`config.mk`:
```
export PLATFORM = sky130hd
export DESIGN_NAME = branch_predict_ctrl
export DESIGN_NICKNAME = d
export VERILOG_FILES = /design/src/rtl/branch_predict_ctrl.sv
export SDC_FILE = /design/constraint.sdc
export NUM_CORES = 2
export LEC_CHECK = 0
export ABC_CLOCK_PERIOD_IN_PS = 60400
export CORE_MARGIN = 5
export CORE_UTILIZATION = 58
export DETAILED_ROUTE_END_ITERATION = 12
export PLACE_DENSITY = 0.77
export SLEW_MARGIN = 40
export SYNTH_ARGS = -nofsm -noshare
export SYNTH_HDL_FRONTEND = slang
export SYNTH_SLANG_ARGS = --single-unit
```
`constraint.sdc`:
```
create_clock -name clk -period 60.4 [get_ports clk]
set_input_delay 9.06 -clock clk [delete_from_list [all_inputs] [get_ports clk]]
set_output_delay 9.06 -clock clk [all_outputs]
set_load 0.05 [all_outputs]
```
`src/rtl/branch_predict_ctrl.sv`:
```
// Direct-mapped BTB with 2-bit direction counters, EX-stage mispredict detection,
// flush/redirect generation, table training and saturating branch/miss counters.
module branch_predict_ctrl #(
  parameter int unsigned IDX_W = 4,
  parameter int unsigned CNT_W = 32
) (
  input  logic             clk,
  input  logic             rst,
  input  logic [31:0]      if_PC,
  output logic             if_PredTaken,
  output logic [31:0]      if_PredTarget,
  input  logic             ex_Valid,
  input  logic             ex_IsBranch,
  input  logic             ex_Stall,
  input  logic [31:0]      ex_PC,
  input  logic             ex_PredTaken,
  input  logic [31:0]      ex_PredTarget,
  input  logic             ex_BrEn,
  input  logic [31:0]      ex_BrTarget,
  output logic             ex_Flush,
  output logic             ex_PCSel,
  output logic [31:0]      ex_RedirectPC,
  output logic [CNT_W-1:0] BrCount,
  output logic [CNT_W-1:0] MissCount
);

  localparam int unsigned Entries = 1 << IDX_W;
  localparam int unsigned TagW    = 30 - IDX_W;

  logic            valid_q  [Entries];
  logic [TagW-1:0] tag_q    [Entries];
  logic [31:0]     target_q [Entries];
  logic [1:0]      ctr_q    [Entries];

  logic [IDX_W-1:0] if_idx, ex_idx;
  logic [TagW-1:0]  if_tag, ex_tag;
  logic             if_hit, ex_hit;
  logic             resolve, mispredict;
  logic             unused_pc_bits;

  assign if_idx = if_PC[IDX_W+1:2];
  assign if_tag = if_PC[31:IDX_W+2];
  assign ex_idx = ex_PC[IDX_W+1:2];
  assign ex_tag = ex_PC[31:IDX_W+2];
  assign unused_pc_bits = ^{if_PC[1:0], ex_PC[1:0]};

  assign if_hit = valid_q[if_idx] && (tag_q[if_idx] == if_tag);
  assign ex_hit = valid_q[ex_idx] && (tag_q[ex_idx] == ex_tag);

  assign resolve    = ex_Valid && ex_IsBranch && !ex_Stall;
  assign mispredict = resolve && ((ex_BrEn != ex_PredTaken) ||
                      (ex_BrEn && ex_PredTaken && (ex_PredTarget != ex_BrTarget)));

  // Outputs are forced low while reset is held, independent of EX inputs.
  always_comb begin
    if_PredTaken  = 1'b0;
    if_PredTarget = 32'h0;
    ex_Flush      = 1'b0;
    ex_PCSel      = 1'b0;
    ex_RedirectPC = 32'h0;
    if (!rst) begin
      if_PredTaken  = if_hit && ctr_q[if_idx][1];
      if_PredTarget = if_PredTaken ? target_q[if_idx] : 32'h0;
      ex_Flush      = mispredict;
      ex_PCSel      = mispredict;
      if (mispredict) begin
        ex_RedirectPC = ex_BrEn ? ex_BrTarget : (ex_PC + 32'd4);
      end
    end
  end

  always_ff @(posedge clk or posedge rst) begin
    if (rst) begin
      for (int i = 0; i < Entries; i++) begin
        valid_q[i]  <= 1'b0;
        tag_q[i]    <= '0;
        target_q[i] <= 32'h0;
        ctr_q[i]    <= 2'b01;
      end
    end else if (resolve) begin
      if (ex_hit) begin
        if (ex_BrEn) begin
          ctr_q[ex_idx]    <= (ctr_q[ex_idx] == 2'b11) ? 2'b11 : ctr_q[ex_idx] + 2'd1;
          target_q[ex_idx] <= ex_BrTarget;
        end else begin
          ctr_q[ex_idx] <= (ctr_q[ex_idx] == 2'b00) ? 2'b00 : ctr_q[ex_idx] - 2'd1;
        end
      end else if (ex_BrEn) begin
        valid_q[ex_idx]  <= 1'b1;
        tag_q[ex_idx]    <= ex_tag;
        target_q[ex_idx] <= ex_BrTarget;
        ctr_q[ex_idx]    <= 2'b10;
      end
    end
  end

  always_ff @(posedge clk or posedge rst) begin
    if (rst) begin
      BrCount   <= '0;
      MissCount <= '0;
    end else begin
      if (resolve && (BrCount != '1)) begin
        BrCount <= BrCount + CNT_W'(1);
      end
      if (mispredict && (MissCount != '1)) begin
        MissCount <= MissCount + CNT_W'(1);
      end
    end
  end

endmodule

```
== Yosys cells after proc, flatten, opt, wreduce, memory -nomap -nowiden ==
Index checks and enable logic that the tools add are counted.
Storage, ports and cells
  register bits after elaboration: 1040
  input bits: 135
  output and inout port bits: 131
  logic and storage cells: 151
Operators by class
  $add $sub $neg: 5
  magnitude comparators: 3
  equal/unequal tests: 7
  muxes and demuxes: 45
  bitwise logic cells: 7
  reductions and logical operators: 18
Operators with widths (count)
  bitwise mux 512 bit: 1
  bitwise mux 416 bit: 1
  2-to-1 mux 32 bit: 11
  binary-select mux 26 bit (select 4 bit): 2
  2-to-1 mux 26 bit: 5
  binary-select mux 32 bit (select 4 bit): 1
  demux 32 bit (select 4 bit): 1
  demux 26 bit (select 4 bit): 1
  adder 32 x 1 -> 32 bit (second input constant): 2
  bitwise mux 32 bit: 2
  inequality test 32 bit (second input constant): 2
  == test 26 bit: 2
  adder 32 x 3 -> 32 bit (second input constant): 1
  inequality test 32 bit: 1
  bitwise OR 16 bit: 2
  AND 16 bit: 1
  binary-select mux 2 bit (select 4 bit): 2
  NOT 16 bit: 1
  2-to-1 mux 2 bit: 7
  logical AND 1 bit: 11
  greater-or-equal comparator 5 bit (second input constant): 2
  NOT 4 -> 5 bit: 2
  binary-select mux 1 bit (select 4 bit): 2
  demux 2 bit (select 4 bit): 1
  other kinds (14): 21

== Depth between registers and ports, before layout ==
  depth in word-level cells: 9
  gate-level depth with buffers: 15
  gate-level depth less buffers: 9

== Worst setup path before layout ==
Ideal clock, no wire load.
  kind: input -> output
  from: input port rst
  to: output port ex_RedirectPC[31]
  arrival time: 34961 ps
  required time: 51340 ps
  slack: 16379 ps
  stages on the path: 3
  buffers on the path: 0
  cells stage by stage: inv_1 > nand2b_1 > a211oi_1
Between the ends
  word-level cells in the longest chain between the ends: 1
Ends and longest elaborated chain
  from (decl): line 8  | input logic rst,
  2-to-1 mux 32 bit: line 61  | if (!rst) begin
  to (decl): line 22  | output logic [31:0] ex_RedirectPC,
No other way between the ends.

== Worst setup path in the final report ==
  from: input port if_PC[2]
  to: output port if_PredTarget[18]
Between the ends
  word-level cells in the longest chain between the ends: 9
  elaborated cells between the ends (all ways): 18
  classes of those cells: eq/ne (1); mux (14); bitwise (1); reduce/logical (2)
Ends and longest elaborated chain
  from (decl): line 9  | input logic [31:0] if_PC,
  NOT 4 -> 5 bit (not written as such) *: line 47, 62, 63
  binary-select mux 26 bit (select 4 bit): line 47  | assign if_hit = valid_q[if_idx] && (tag_q[if_idx] == if_tag);
  2-to-1 mux 26 bit (not written as such) (2 in a row): line 47
  == test 26 bit: line 47
  logical AND 1 bit: line 47
  logical AND 1 bit: line 62  | if_PredTaken = if_hit && ctr_q[if_idx][1];
  2-to-1 mux 32 bit *: line 63  | if_PredTarget = if_PredTaken ? target_q[if_idx] : 32'h0;
  2-to-1 mux 32 bit *: line 61
  to (decl): line 11  | output logic [31:0] if_PredTarget,
Mark *: on every way between the ends. The rest lies on a longest branch, timed or not. The select of a mux whose other input is x is not followed.

==> out/metrics.yaml <==
status:
  outcome: "completed"
critical_path:
  path_buf_inv: 4
  cpLargestDelayFamily: "buffers and inverters"
  critPathSlowestCell: "clkdlybuf4s50_1"
  reg2reg_slack_ns: 55.72
  cpPeakStageDelay_ns: 0.81
  crit_path_start_kind: "input pin"
  endpoint: "if_PredTarget[18]"
  startpoint: "if_PC[2]"
  crit_arrival_ns: 14.46
  reg2reg_depth: 12
  rr_startpoint: "tag_q[363]"
  cp_max_fo: 59
  cp-end-kind: "output port"
  cp.depth: 11
  cp_cell_sequence: "buf_8 > buf_4 > mux4_2 > mux4_2 > xor2_2 > nor4_1 > nand3_1 > nor4_4 > buf_4 > and2_1 > clkdlybuf4s50_1"
  r2r-end: "tag_q[248]"
  worstPathRequired_ns: 51.34
  worstSetupPathType: "in -> out"
global_route:
  grt_use_total_pct: 30.6
  grt_overflow: 0
  antenna_found_initial: 5
  grt_pass1_vias: 36100
  grt_max_degree: 139
  grt_pass1_wl_um: 237000
logic_synthesis:
  ys_seq_area_share_pct: 47.4
  async_flop_share_pct: 100
  syn_area_mm2: 0.0549
  syn_area_per_cell_um2: 14.6
  yosysUniqueCellTypes: 76
  synth_cells: 3762
  synthFlopType: "dfrtp_1"
  synth_edf_count: 0
  synth_seq_cells: 1040
  syn_nets: 3904
  synth_warnings: 0
final_layout:
  fill_cells: 6615
  syn_to_final_growth_pct: 13.2
  final_cells: 5219
  drive_gt1_share_pct: 42.6
  final_util_pct: 66.4
  nNetsFinal: 4019
drt:
  totalWireLength_um: 157000
  wl_per_cell_um: 30.1
  via_per_inst: 6.75
  drc: 0
  ant_nets: 0
  first_iter_violations: 3628
  num_vias: 35200
  dr.pass1.iters: 5
clock_network:
  clock_path_buffers: 3
  clock_sinks: 1040
  hold_buffers: 0
  h-tree-depth: 3
  cts_tree: "yes"
  cts_resized: 0
  post_cts_buffers: 0
  clkLatencyLatePin_ns: 0.71
  cts-root-buf: "clkbuf_16"
  cts_made_buffers: 108
  clk_pin_slew_ns: 0.06
place:
  placedCellCount: 5018
  port-buffer-count: 263
  dp_hpwl_um: 95900
  dp_slack_ns: 36.70
  gp_congestion: 0.907
power_and_ir_drop:
  comb_power_share_pct: 13.8
  switching_share_pct: 25.7
  p_seq_share_pct: 45.8
  internal-power_mw: 1.29
  max-vdd-ir-drop_uv: 20.4
  p_leak_nw: 27.9
  power.share.clock_pct: 40.4
  power_density_mw_per_mm2: 27.8
  p_switching_mw: 0.444
timing:
  setup_tns_ns: 0
  skew_ns: 0.0391
  finalMaxSlewViolations: 0
  fin_crit_ns: 23.52
  hold_viol: 0
  rsz0062_at_grt: "false"
  post-route-period-util_pct: 38.9
  slew_headroom_pct: 40.0
  setup_viol: 0
  setup_slack_ns: 36.88
  max_freq_mhz: 42.5
  worst_pin_slew_ns: 0.897
  hold_ws_ns: 0.484
floorplanning:
  die_width_um: 318
  io_pins: 266
  core-area_mm2: 0.0936
  chipHeight_um: 318
  initial_utilization_pct: 58.7
  die_area_mm2: 0.101
  rows: 112
worst_hold_path:
  hold_path_class: "reg -> reg"
flow_run:
  max_cap_viol_count: 0
## synth_stat cells (all sizes together) (3+ instances only)
cell | instances | area share, %
a211oi | 11 | 0.15
a21oi | 66 | 0.92
a221oi | 8 | 0.14
a22o | 4 | 0.064
a22oi | 20 | 0.27
a311oi | 3 | 0.048
a31o | 3 | 0.048
a31oi | 20 | 0.23
a32oi | 18 | 0.29
and2 | 44 | 0.50
and3 | 17 | 0.19
and4 | 13 | 0.21
buf | 129 | 1.7
clkbuf | 237 | 1.6
dfrtp | 1024 | 47
dfstp | 16 | 0.77
ha | 7 | 0.16
inv | 20 | 0.14
mux2 | 955 | 22
mux2i | 86 | 1.6
mux4 | 367 | 15
nand2 | 105 | 0.72
nand2b | 4 | 0.046
nand3 | 67 | 0.61
nand3b | 3 | 0.041
nand4 | 42 | 0.48
nor2 | 90 | 0.62
nor2b | 10 | 0.11
nor3 | 43 | 0.39
nor3b | 17 | 0.23
nor4 | 14 | 0.17
nor4b | 4 | 0.064
o211ai | 4 | 0.055
o21a | 3 | 0.041
o21ai | 38 | 0.35
o22ai | 16 | 0.18
o311a | 3 | 0.055
o31a | 17 | 0.27
or2 | 18 | 0.21
xnor2 | 124 | 2.0
xor2 | 44 | 0.70
## final cells by class
cell class	count	area, um2	area share, %
Timing Repair Buffer	371	3620	5.81
Multi-Input combinational cell	2335	27200	43.7
Sequential cell	1040	26000	41.9
Clock inverter	40	597	0.960
Antenna cell	3	7.51	0.0121
Inverter	21	91.3	0.147
Clock buffer	155	3110	5.00
Tap cell	1254	1570	2.52
## per-stage QoR
| stage | power [mW] | instance area [um2] |
|---|---|---|
| floorplan | 0.965 | 54900 |
| global placement | 1.03 | 58200 |
| detailed placement | 1.04 | 58400 |
| CTS | 1.73 | 62100 |
| global route | 1.79 | 62200 |
| finish | 1.73 | 62200 |
## worst register-to-register path, delay by kind of cell, from the launching register on
kind                   cells  cell delay, ns
buffers and inverters      4            1.43
flip-flops                 1            0.39
AO/OA/AOI/OAI              4            1.37
multiplexers               2            0.82
AND/OR/NAND/NOR            2            0.56
## registers in the layout (all words and copies together) (netlist names)
register / flops
BrCount: 32
tag_q: 416
valid_q: 16
ctr_q: 32
MissCount: 32
target_q: 512
## placed cells by master (no fill, tap or decap), types with 51 or more instances in the layout
cell	count
buf_4	90
clkbuf_16	108
clkdlybuf4s50_1	254
dfrtp_1	1024
mux2_2	670
mux2_4	285
mux2i_1	86
mux4_2	367
nand2_1	105
nand3_1	51
nor2_1	89
xnor2_1	123
## power groups by stage
stage               clock network [mW]  logic (mW)  registers (mW)
floorplan                            0       0.165           0.800
global placement                     0       0.231           0.797
detailed placement                   0       0.238           0.801
CTS                              0.706       0.239           0.789
global route                     0.735       0.253           0.797
finish                           0.699       0.239           0.791
## routing by layer
metal / wire (um) / track usage [%] / up-vias / share of wire [%]
met4: 8160 / 13.2 / 4 / 5.2
li1: - / - / 14300 / -
met1: 61900 / 41.9 / 18700 / 39
met5: 32 / 0 / - / 0.020
met3: 13100 / 6.62 / 441 / 8.3
met2: 73900 / 48.1 / 1693 / 47
## how the worst min path moves through the flow
stage               startpoint    endpoint  slack (ns)  depth (start not counted)
floorplan           valid_q[9]  valid_q[9]        0.45                          1
global placement      ctr_q[8]    ctr_q[8]        0.47                          2
detailed placement  valid_q[8]  valid_q[8]        0.47                          1
CTS                  ctr_q[10]   ctr_q[10]        0.48                          2
global route          ctr_q[6]    ctr_q[6]        0.50                          2
finish               ctr_q[10]   ctr_q[10]        0.48                          2
## cells by family after synthesis
logic type / synth area share, %
AO/OA/AOI/OAI: 3.44
XOR/XNOR: 2.68
adder cells (fa/ha/maj): 0.196
buffers and inverters: 3.45
flip-flops: 47.4
multiplexers: 38.1
AND/OR/NAND/NOR: 4.69
Power figures use the tool's default switching activity.
